### config.mk
export PLATFORM = sky130hd
export DESIGN_NAME = clk_div_prog
export DESIGN_NICKNAME = d
export VERILOG_FILES = /design/src/rtl/clk_div_prog.sv
export SDC_FILE = /design/constraint.sdc
export NUM_CORES = 1
export LEC_CHECK = 0
export BUFFER_PORTS_ARGS = -buffer_cell sky130_fd_sc_hd__buf_4
export CORE_AREA = 2 2 69 71
export CTS_BUF_LIST = sky130_fd_sc_hd__clkbuf_4 sky130_fd_sc_hd__clkbuf_8
export DETAILED_ROUTE_END_ITERATION = 16
export DIE_AREA = 0 0 71 73
export PLACE_DENSITY = 0.67
export SLEW_MARGIN = 15
export SYNTH_ARGS = -nofsm -noshare
export SYNTH_HDL_FRONTEND = slang
export SYNTH_SLANG_ARGS = --single-unit
export TNS_END_PERCENT = 20
### constraint.sdc
create_clock -name iClk -period 4.35 [get_ports iClk]
set_input_delay 1.0875 -clock iClk [delete_from_list [all_inputs] [get_ports iClk]]
set_output_delay 1.0875 -clock iClk [all_outputs]
set_load 0.02 [all_outputs]
### src/rtl/clk_div_prog.sv
// Runtime-programmable clock/tick divider with shadowed divisor/mode settings.
// New settings take effect only at a period boundary or while counting is disabled.
module clk_div_prog #(
    parameter int unsigned     WIDTH      = 8,
    parameter logic [WIDTH-1:0] RESET_DIV = 8'd14,
    parameter logic            RESET_MODE = 1'b0
) (
    input  logic             iClk,
    input  logic             iRst_n,
    input  logic             iEn,
    input  logic             iClr,
    input  logic             iLoad,
    input  logic [WIDTH-1:0] ivDiv,
    input  logic             iMode,
    output logic             oClkDiv,
    output logic             oTick,
    output logic             oPending,
    output logic [WIDTH-1:0] ovCnt
);

    localparam logic [WIDTH-1:0] ZERO = '0;
    localparam logic [WIDTH-1:0] ONE  = {{(WIDTH-1){1'b0}}, 1'b1};
    localparam logic [WIDTH-1:0] TWO  = {{(WIDTH-2){1'b0}}, 2'b10};

    logic [WIDTH-1:0] cnt_q, cnt_d;
    logic [WIDTH-1:0] act_div_q, act_div_d;
    logic             act_mode_q, act_mode_d;
    logic [WIDTH-1:0] sh_div_q, sh_div_d;
    logic             sh_mode_q, sh_mode_d;
    logic             pend_q, pend_d;
    logic             tick_q, tick_d;
    logic             clk_div_q, clk_div_d;

    logic [WIDTH-1:0] neff;
    logic [WIDTH-1:0] neff_m1;
    logic [WIDTH-1:0] half;
    logic [WIDTH-1:0] cnt_inc;
    logic             wrap;

    // Clamp the divisor so N=0 (and N=1 in square mode) still gives a valid period.
    always_comb begin
        neff = act_div_q;
        if (act_mode_q) begin
            if (act_div_q < TWO) neff = TWO;
        end else begin
            if (act_div_q == ZERO) neff = ONE;
        end
    end

    // ceil(neff/2) without forming neff+1, so the all-ones divisor cannot overflow.
    assign half    = (neff >> 1) + {{(WIDTH-1){1'b0}}, neff[0]};
    assign neff_m1 = neff - ONE;
    assign cnt_inc = cnt_q + ONE;
    assign wrap    = (cnt_q == neff_m1);

    always_comb begin
        cnt_d      = cnt_q;
        act_div_d  = act_div_q;
        act_mode_d = act_mode_q;
        sh_div_d   = sh_div_q;
        sh_mode_d  = sh_mode_q;
        pend_d     = pend_q;
        tick_d     = 1'b0;
        clk_div_d  = clk_div_q;

        if (iClr) begin
            cnt_d     = ZERO;
            clk_div_d = 1'b0;
        end else if (iEn) begin
            if (wrap) begin
                // Next count is 0, which is below half in square mode and a tick in pulse mode.
                cnt_d     = ZERO;
                tick_d    = 1'b1;
                clk_div_d = 1'b1;
                if (pend_q) begin
                    act_div_d  = sh_div_q;
                    act_mode_d = sh_mode_q;
                    pend_d     = 1'b0;
                end
            end else begin
                cnt_d     = cnt_inc;
                clk_div_d = act_mode_q ? (cnt_inc < half) : 1'b0;
            end
        end else if (pend_q) begin
            act_div_d  = sh_div_q;
            act_mode_d = sh_mode_q;
            pend_d     = 1'b0;
            cnt_d      = ZERO;
        end

        // A capture in the same cycle as an apply lands in the shadow and waits for the next one.
        if (iLoad) begin
            sh_div_d  = ivDiv;
            sh_mode_d = iMode;
            pend_d    = 1'b1;
        end
    end

    always_ff @(posedge iClk or negedge iRst_n) begin
        if (!iRst_n) begin
            cnt_q      <= ZERO;
            act_div_q  <= RESET_DIV;
            act_mode_q <= RESET_MODE;
            sh_div_q   <= RESET_DIV;
            sh_mode_q  <= RESET_MODE;
            pend_q     <= 1'b0;
            tick_q     <= 1'b0;
            clk_div_q  <= 1'b0;
        end else begin
            cnt_q      <= cnt_d;
            act_div_q  <= act_div_d;
            act_mode_q <= act_mode_d;
            sh_div_q   <= sh_div_d;
            sh_mode_q  <= sh_mode_d;
            pend_q     <= pend_d;
            tick_q     <= tick_d;
            clk_div_q  <= clk_div_d;
        end
    end

    assign oClkDiv  = clk_div_q;
    assign oTick    = tick_q;
    assign oPending = pend_q;
    assign ovCnt    = cnt_q;

endmodule

==> impl_metrics.env, run 1 <==
export IMPL_final_antenna_net_count=0
export IMPL_floorplan_core_area_um2=4540
export IMPL_endpoint_kind="flop"
export IMPL_tightestPinTransition_ns=0.768
export IMPL_die_area_um2=5180
export IMPL_crit_path_max_incr_delay_ns=0.57
export IMPL_cts_sinks=29
export IMPL_grt_pass1_vias=1369
export IMPL_path_cells="nor4_2 -> nand2_1 -> nand2_1 -> o21a_1 -> inv_1 -> ha_1 -> and3_2 -> nand2_1 -> xor2_1 -> ha_1 -> a21o_1 -> a211oi_1 -> a21oi_1 -> or3b_2 -> a311oi_2"
export IMPL_synth_area_leader_cell="dfrtp_1"
export IMPL_netlist_instances=183
export IMPL_cts_hold_buf=0
export IMPL_globalRouteOverflowTotal=0
export IMPL_finalPower_uw=907
export IMPL_hp_start="sh_mode_q$_DFFE_PN0P_"
export IMPL_vias=1413
export IMPL_ys_async_sr_fraction=1.00
export IMPL_htreeDepth=2
export IMPL_muxShareOfSynthArea=0.111
export IMPL_p_sw_uw=283
export IMPL_netlist_area_um2=1920
export IMPL_wl_per_cell_um=14.6
export IMPL_synth_compound_area_frac=0.143
export IMPL_slowest_stage="nor4_2"
export IMPL_grt_max_degree=30
export IMPL_netlist_top_cells_area="dfrtp_1, mux2_2, dfstp_2"
export IMPL_synth_top_family_by_area="simple AND/OR/NAND/NOR gates"
export IMPL_rsz0062_at_grt="false"
export IMPL_fin_skew_ns=0.00406
export IMPL_first_iter_violations=73
export IMPL_required_ns=4.54
export IMPL_nets=225
export IMPL_placed_cell_area_um2=2080
export IMPL_drt_pass1_iterations=4
export IMPL_synth_top_area_frac=0.300
export IMPL_slew_headroom=0.484
export IMPL_remaining_drc_errors=0
export IMPL_yosysMostFrequentCell="dfrtp_1"
export IMPL_post_dp_hpwl_um=2830
export IMPL_crit_top_cell="nand2_1"
export IMPL_antenna_found_initial=0
export IMPL_placementRows=25
export IMPL_clkLatencyLatePin_ns=0.28
export IMPL_cts_setup_buffers=0
export IMPL_path_clk_slew_ns=0.07
export IMPL_drive_gt1_frac=0.322
export IMPL_cts_buffers=5
export IMPL_regToRegSetupSlack_ns=0.51
export IMPL_syn_num_nets=207
export IMPL_synth_ff_type="dfrtp_1"
export IMPL_start_kind="flop"
export IMPL_synth_common_cells="dfrtp_1, mux2_2, nand2_1, xnor2_1, ha_1"
export IMPL_drv_slew=0
export IMPL_postLayoutCellArea_um2=2200
export IMPL_vias_per_cell=5.52
export IMPL_finalNonFillerCells=256
export IMPL_fmax_mhz=261
export IMPL_syn2layout_area_growth_pct=14.6
export IMPL_power_frac_seq=0.413
export IMPL_wl_um=3730
export IMPL_switching_share=0.312
export IMPL_tns_ns=0
export IMPL_start_util=0.423
export IMPL_worstSetupStartpoint="act_div_q[4]$_DFFE_PN0P_"
export IMPL_hold_viol=0
export IMPL_synth_edff_count=0
export IMPL_cellPowerDensity_nw_per_um2=412
export IMPL_synth_area_per_cell_um2=10.5
export IMPL_cts_root_buf="clkbuf_8"
export IMPL_status="completed"
export IMPL_synth_cell_types=46
export IMPL_reg2regPathDepth=15
export IMPL_internal_power_uw=624
export IMPL_cts_buffer_depth=2
export IMPL_ys_seq_elements=29
export IMPL_synth_simple_area_share=0.156
export IMPL_antennaDiodeCount=0
export IMPL_comb_power_share=0.262
export IMPL_timing_rr_start="act_div_q[4]$_DFFE_PN0P_"
export IMPL_p_clk_frac=0.326
export IMPL_ys_seq_area_frac=0.382
export IMPL_crit_arrival_ns=4.03
export IMPL_path_max_fanout=13
export IMPL_min_path_type="flop to flop"
export IMPL_die_h_um=73
export IMPL_io_buffers=24
export IMPL_worstSetupPathType="flop to flop"
export IMPL_grt_pass1_wl_um=6540
export IMPL_irDropWorstVdd_v=0.000225
export IMPL_synth_xor_area_frac=0.0913
export IMPL_cts_resized_gates=0
export IMPL_endpoint="oClkDiv$_DFFE_PN0P_"
export IMPL_grtUsageTotal=0.161
export IMPL_tritoncts="built"
export IMPL_place_congestion=0.854
export IMPL_synth_fa_ha_area_frac=0.0652
export IMPL_period_needed_ns=3.84
export IMPL_cap_violations=0
export IMPL_ys_warn_count=0
export IMPL_fin_util=0.485
export IMPL_setup_violations=0
export IMPL_dp_cells=248
export IMPL_period_share=0.882
export IMPL_r2r_end="oClkDiv$_DFFE_PN0P_"
export IMPL_p_leak_nw=0.926
export IMPL_fp_dieW_um=71
export IMPL_io_pins=25
[layer usage]
layer  routed length (um)  global-route usage
met1                 1700               0.203
met4                   60              0.0629
met2                 1840               0.273
met3                  128              0.0331
met5                    0                   0
[flip-flops by register name, indices dropped and copies added (netlist names)]
register / cells
oTick: 1
oPending: 1
act_mode_q: 1
act_div_q: 8
ovCnt: 8
oClkDiv: 1
sh_div_q: 8
sh_mode_q: 1
[placed cells by master, fill, tap and decap left out, drive strengths merged, types with 2 or more instances in the layout]
cell type and n:
a211oi 2, a21o 2, a21oi 3, a22oi 2
a32o 4, and3 3, buf 24, clkbuf 6
dfrtp 23, dfstp 6, ha 10, inv 3
mux2 19, nand2 14, nand2b 3, nand3 5
nor2 8, nor2b 2, nor3 4, nor3b 3
nor4 3, o211ai 4, o21a 3, o21ai 9
or3b 2, xnor2 12, xor2 8
[critical path, delay by kind of cell (launching register included)]
| family | cells | cell delay (ns) |
|---|---|---|
| xor+xnor | 1 | 0.16 |
| buf+inv | 1 | 0.05 |
| simple gates | 6 | 1.56 |
| compound gates | 5 | 0.93 |
| flops | 1 | 0.54 |
| fa+ha+maj | 2 | 0.49 |
[how the worst min path moves through the flow]
stage	end	slack, ns	cells past startpoint
2_1_floorplan	act_div_q[0]$_DFFE_PN0P_	0.48	1
3_3_place_gp	sh_mode_q$_DFFE_PN0P_	0.49	1
3_5_place_dp	act_div_q[4]$_DFFE_PN0P_	0.49	1
4_1_cts	act_div_q[4]$_DFFE_PN0P_	0.51	1
5_1_grt	act_div_q[4]$_DFFE_PN0P_	0.52	1
6_report	sh_mode_q$_DFFE_PN0P_	0.50	1
[per-stage QoR]
step / hold WS, ns / setup WS [ns]
after floorplan: 0.477 / 0.940
after global placement: 0.487 / 0.722
after detailed placement: 0.493 / 0.548
after CTS: 0.509 / 0.518
after global routing: 0.518 / 0.242
final: 0.503 / 0.512
[cells by family (layout without fill, tap and decap cells)]
family                   after synthesis  count (layout)
flip-flops                            29              29
buffers and inverters                 16              35
multiplexers                          19              19
XOR/XNOR                              20              20
AO/OA/AOI/OAI                         36              36
AND/OR/NAND/NOR                       53              53
adder cells (fa/ha/maj)               10              10
[final cells by class]
| type | instances | area, um2 |
|---|---|---|
| Timing Repair Buffer | 24 | 180 |
| Multi-Input combinational cell | 138 | 1090 |
| Clock inverter | 2 | 37.5 |
| Sequential cell | 29 | 733 |
| Tap cell | 54 | 67.6 |
| Fill cell | 432 | 2340 |
| Clock buffer | 6 | 82.6 |
| Inverter | 3 | 11.3 |
[power by group through the flow]
| stage | sequential (mW) | combinational (mW) | clock (mW) |
|---|---|---|---|
| 2_1_floorplan | 0.338 | 0.235 | 0 |
| 3_3_place_gp | 0.378 | 0.233 | 0 |
| 3_5_place_dp | 0.379 | 0.239 | 0 |
| 4_1_cts | 0.375 | 0.241 | 0.301 |
| 5_1_grt | 0.385 | 0.267 | 0.315 |
| 6_report | 0.374 | 0.237 | 0.295 |
(Power assumes the default switching activity.)
==> run 2: changes to the inputs <==
==> constraint.sdc (replaced) <==
create_clock -name iClk -period 4.4 [get_ports iClk]
set_input_delay 1.1 -clock iClk [delete_from_list [all_inputs] [get_ports iClk]]
set_output_delay 1.1 -clock iClk [all_outputs]
set_load 0.02 [all_outputs]
==> impl_metrics.env, run 2 (same netlist as run 1, synthesis figures left out) <==
export IMPL_fp_dieW_um=71
export IMPL_clkLatencyLatePin_ns=0.28
export IMPL_slew_headroom=0.475
export IMPL_io_pins=25
export IMPL_required_ns=4.59
export IMPL_start_kind="flop"
export IMPL_floorplan_core_area_um2=4540
export IMPL_first_iter_violations=90
export IMPL_final_common_cell="buf_4"
export IMPL_min_path_type="flop to flop"
export IMPL_nFillCells=438
export IMPL_drive_gt1_frac=0.322
export IMPL_worstSetupPathType="flop to flop"
export IMPL_drv_slew=0
export IMPL_cap_violations=0
export IMPL_wl_um=3800
export IMPL_cts_setup_buffers=0
export IMPL_worstSetupStartpoint="act_div_q[4]$_DFFE_PN0P_"
export IMPL_io_buffers=24
export IMPL_path_clk_slew_ns=0.07
export IMPL_fin_skew_ns=0.00450
export IMPL_grtUsageTotal=0.164
export IMPL_crit_arrival_ns=4.01
export IMPL_path_max_fanout=13
export IMPL_cts_resized_gates=0
export IMPL_p_leak_nw=0.926
export IMPL_irDropWorstVdd_v=0.000209
export IMPL_grt_max_degree=30
export IMPL_die_area_um2=5180
export IMPL_cts_buffer_depth=2
export IMPL_cts_hold_buf=0
export IMPL_syn2layout_area_growth_pct=14.6
export IMPL_vias=1407
export IMPL_vias_per_cell=5.50
export IMPL_placementRows=25
export IMPL_post_dp_hpwl_um=2840
export IMPL_start_util=0.423
export IMPL_antenna_found_initial=0
export IMPL_period_needed_ns=3.82
export IMPL_htreeDepth=2
export IMPL_final_cell_mix="buf_4, dfrtp_1, mux2_2"
export IMPL_drt_pass1_iterations=4
export IMPL_setup_violations=0
export IMPL_endpoint="oClkDiv$_DFFE_PN0P_"
export IMPL_hold_viol=0
export IMPL_cts_buffers=5
export IMPL_cts_sinks=29
export IMPL_r2r_end="oClkDiv$_DFFE_PN0P_"
export IMPL_grt_pass1_wl_um=6640
export IMPL_globalRouteOverflowTotal=0
export IMPL_place_congestion=0.854
export IMPL_grt_pass1_vias=1357
export IMPL_final_antenna_net_count=0
export IMPL_rsz0062_at_grt="false"
export IMPL_tightestPinTransition_ns=0.781
export IMPL_finalPower_uw=897
export IMPL_cellPowerDensity_nw_per_um2=408
export IMPL_die_h_um=73
export IMPL_timing_rr_start="act_div_q[4]$_DFFE_PN0P_"
export IMPL_wl_per_cell_um=14.8
export IMPL_reg2regPathDepth=15
export IMPL_endpoint_kind="flop"
export IMPL_status="completed"
export IMPL_cts_root_buf="clkbuf_8"
export IMPL_tritoncts="built"
export IMPL_antennaDiodeCount=0
export IMPL_tns_ns=0
export IMPL_nets=225
export IMPL_remaining_drc_errors=0
export IMPL_regToRegSetupSlack_ns=0.58
export IMPL_period_share=0.868
export IMPL_fmax_mhz=262
run 2: cell counts in the layout (fill, tap and decap cells not counted):
No cell type changed its count.
run 2: layout make-up:
| cell class | instances | area (um2) | area share |
|---|---|---|---|
| multi-input cells | 138 | 1090 | 0.494 |
| inverters | 3 | 11.3 | 0.00512 |
| repair buffers | 24 | 180 | 0.0819 |
| flip-flops and latches | 29 | 733 | 0.333 |
| well taps | 54 | 67.6 | 0.0307 |
| clock inverters | 2 | 37.5 | 0.0171 |
| clock buffers | 6 | 82.6 | 0.0375 |
run 2: metal layers:
layer,GRT usage,wire [um]
met4,0.0692,57
met1,0.208,1750
met2,0.274,1880
met5,0,0
met3,0.0331,106
run 2: power breakdown:
group          total (mW)  switching [mW]  internal, mW
sequential          0.371          0.0629         0.308
combinational       0.236           0.112         0.125
clock               0.290           0.106         0.184
run 2: critical path, stage by stage, from the launching register on:
cell and delay, ns:
dfrtp_1 0.53, nor4_2 0.55, nand2_1 0.13, nand2_1 0.09, o21a_1 0.15, inv_1 0.05, ha_1 0.22, and3_2 0.24
nand2_1 0.08, xor2_1 0.16, ha_1 0.27, a21o_1 0.18, a211oi_1 0.24, a21oi_1 0.10, or3b_2 0.45, a311oi_2 0.27
run 2: worst min-delay path by stage:
stage,from,end,slack (ns),cells after the start
2_1_floorplan,sh_div_q[0]$_DFFE_PN0P_,act_div_q[0]$_DFFE_PN0P_,0.48,1
3_3_place_gp,sh_mode_q$_DFFE_PN0P_,sh_mode_q$_DFFE_PN0P_,0.49,1
3_5_place_dp,sh_div_q[4]$_DFFE_PN0P_,act_div_q[4]$_DFFE_PN0P_,0.49,1
4_1_cts,sh_div_q[4]$_DFFE_PN0P_,act_div_q[4]$_DFFE_PN0P_,0.51,1
5_1_grt,sh_div_q[4]$_DFFE_PN0P_,act_div_q[4]$_DFFE_PN0P_,0.52,1
6_report,sh_mode_q$_DFFE_PN0P_,sh_mode_q$_DFFE_PN0P_,0.50,1
run 2: per-stage QoR:
stage | cell area, um2 | hold slack [ns] | utilization | instances | worst slack, ns
2_1_floorplan | 1920 | 0.477 | - | 183 | 0.990
3_3_place_gp | 2080 | 0.487 | 0.458 | 248 | 0.772
3_5_place_dp | 2080 | 0.493 | 0.458 | 248 | 0.622
4_1_cts | 2200 | 0.509 | 0.485 | 256 | 0.586
5_1_grt | 2200 | 0.518 | 0.485 | 256 | 0.299
6_report | 2200 | 0.503 | 0.485 | 256 | 0.579
==> run 3: changes to the inputs <==
--- a/config.mk
+++ b/config.mk
@@ -11,6 +11,7 @@
 export DETAILED_ROUTE_END_ITERATION = 16
 export DIE_AREA = 0 0 71 73
 export PLACE_DENSITY = 0.67
+export RECOVER_POWER = 100
 export SLEW_MARGIN = 15
 export SYNTH_ARGS = -nofsm -noshare
 export SYNTH_HDL_FRONTEND = slang
==> impl_metrics.env, run 3 (same netlist as run 1, synthesis figures left out) <==
export IMPL_period_needed_ns=3.81
export IMPL_start_util=0.423
export IMPL_vias_per_cell=5.51
export IMPL_cts_resized_gates=0
export IMPL_crit_top_cell="nand2_1"
export IMPL_slew_headroom=-0.0466
export IMPL_cts_root_buf="clkbuf_8"
export IMPL_min_path_type="flop to flop"
export IMPL_fmax_mhz=263
export IMPL_path_max_fanout=13
export IMPL_remaining_drc_errors=0
export IMPL_nets=225
export IMPL_p_clk_frac=0.325
export IMPL_fp_dieW_um=71
export IMPL_tritoncts="built"
export IMPL_die_area_um2=5180
export IMPL_cts_sinks=29
export IMPL_wl_um=3800
export IMPL_place_congestion=0.854
export IMPL_grt_pass1_wl_um=6640
export IMPL_switching_share=0.313
export IMPL_grt_max_degree=30
export IMPL_drt_pass1_iterations=4
export IMPL_tns_ns=0
export IMPL_grt_pass1_vias=1357
export IMPL_start_kind="flop"
export IMPL_p_leak_nw=0.872
export IMPL_vias=1410
export IMPL_htreeDepth=2
export IMPL_floorplan_core_area_um2=4540
export IMPL_setup_violations=0
export IMPL_comb_power_share=0.259
export IMPL_slowest_stage="nor4_2"
export IMPL_fin_skew_ns=0.00483
export IMPL_violations="max-capacitance violations, max-slew violations"
export IMPL_tightestPinTransition_ns=1.57
export IMPL_cellPowerDensity_nw_per_um2=417
export IMPL_status="finished, violations left"
export IMPL_crit_buf_inv=1
export IMPL_globalRouteOverflowTotal=0
export IMPL_wl_per_cell_um=14.8
export IMPL_p_sw_uw=279
export IMPL_drive_gt1_frac=0.248
export IMPL_antenna_found_initial=0
export IMPL_path_clk_slew_ns=0.07
export IMPL_final_antenna_net_count=0
export IMPL_clkLatencyLatePin_ns=0.28
export IMPL_cts_buffer_depth=2
export IMPL_rsz0062_at_grt="false"
export IMPL_cts_buffers=5
export IMPL_cts_setup_buffers=0
export IMPL_io_buffers=24
export IMPL_finalPower_uw=892
export IMPL_final_cell_mix="dfrtp_1, mux2_2, nand2_1"
export IMPL_hold_viol=0
export IMPL_io_pins=25
export IMPL_required_ns=4.58
export IMPL_endpoint_kind="flop"
export IMPL_die_h_um=73
export IMPL_nFillCells=461
export IMPL_crit_path_max_incr_delay_ns=0.55
export IMPL_worstSetupPathType="flop to flop"
export IMPL_first_iter_violations=130
export IMPL_placementRows=25
export IMPL_internal_power_uw=612
export IMPL_grtUsageTotal=0.164
export IMPL_period_share=0.866
export IMPL_final_common_cell="dfrtp_1"
export IMPL_post_dp_hpwl_um=2840
export IMPL_cts_hold_buf=0
export IMPL_syn2layout_area_growth_pct=11.5
export IMPL_drv_slew=30
export IMPL_power_frac_seq=0.416
export IMPL_cap_violations=1
export IMPL_irDropWorstVdd_v=0.000209
export IMPL_critPathTopFamily="simple AND/OR/NAND/NOR gates"
export IMPL_antennaDiodeCount=0
export IMPL_path_cells="nor4_2 -> nand2_1 -> nand2_1 -> o21a_1 -> inv_1 -> ha_1 -> and3_2 -> nand2_1 -> xor2_1 -> ha_1 -> a21o_1 -> a211oi_1 -> a21oi_1 -> or3b_2 -> a311oi_1"
export IMPL_crit_arrival_ns=3.99
==> run 3: power by group through the flow <==
stage / Sequential [mW] / Combinational, mW / Clock, mW
2_1_floorplan: 0.334 / 0.232 / 0
3_3_place_gp: 0.374 / 0.230 / 0
3_5_place_dp: 0.376 / 0.236 / 0
4_1_cts: 0.371 / 0.238 / 0.298
5_1_grt: 0.381 / 0.259 / 0.309
6_report: 0.371 / 0.231 / 0.290
==> run 3: worst reg2reg max path: stages (launching register included) <==
cell      delay (ns)
dfrtp_1         0.53
nor4_2          0.55
nand2_1         0.13
nand2_1         0.09
o21a_1          0.15
inv_1           0.05
ha_1            0.22
and3_2          0.24
nand2_1         0.08
xor2_1          0.16
ha_1            0.27
a21o_1          0.18
a211oi_1        0.24
a21oi_1         0.10
or3b_2          0.44
a311oi_1        0.27
==> run 3: per-stage QoR <==
| stage | hold WS [ns] | cells | utilization | worst slack, ns | cell area (um2) |
|---|---|---|---|---|---|
| floorplan | 0.477 | 183 | - | 0.990 | 1920 |
| global placement | 0.487 | 248 | 0.458 | 0.772 | 2080 |
| detailed placement | 0.493 | 248 | 0.458 | 0.622 | 2080 |
| CTS | 0.509 | 256 | 0.485 | 0.586 | 2200 |
| global route | 0.518 | 256 | 0.472 | 0.300 | 2140 |
| finish | 0.503 | 256 | 0.472 | 0.591 | 2140 |
==> run 3: final cells by class <==
class,count,area (um2),area share
well taps,54,67.6,0.0316
clock inverters,2,37.5,0.0175
multi-input cells,138,1080,0.503
inverters,3,11.3,0.00526
flip-flops and latches,29,733,0.343
clock buffers,6,82.6,0.0386
repair buffers,24,131,0.0614
==> run 3: final timing paths <==
path	start	endpoint	slack [ns]	cells past startpoint
hold / removal	sh_mode_q$_DFFE_PN0P_	sh_mode_q$_DFFE_PN0P_	0.50	1
setup / recovery	act_div_q[4]$_DFFE_PN0P_	oClkDiv$_DFFE_PN0P_	0.59	15
hold reg to reg	sh_mode_q$_DFFE_PN0P_	sh_mode_q$_DFFE_PN0P_	0.50	1
max in group asynchronous	iRst_n	act_div_q[7]$_DFFE_PN0P_	2.29	1
setup reg to reg	act_div_q[4]$_DFFE_PN0P_	oClkDiv$_DFFE_PN0P_	0.59	15
min in group asynchronous	iRst_n	ovCnt[2]$_DFFE_PN0P_	1.20	1
==> run 3: routing by layer <==
metal  global-route usage  vias to the layer above  wire, um
met2                0.274                       21      1870
met5                    0                        -         0
met1                0.208                      689      1750
met3               0.0331                        4       114
met4               0.0692                        0        57
li1                     -                      696         -
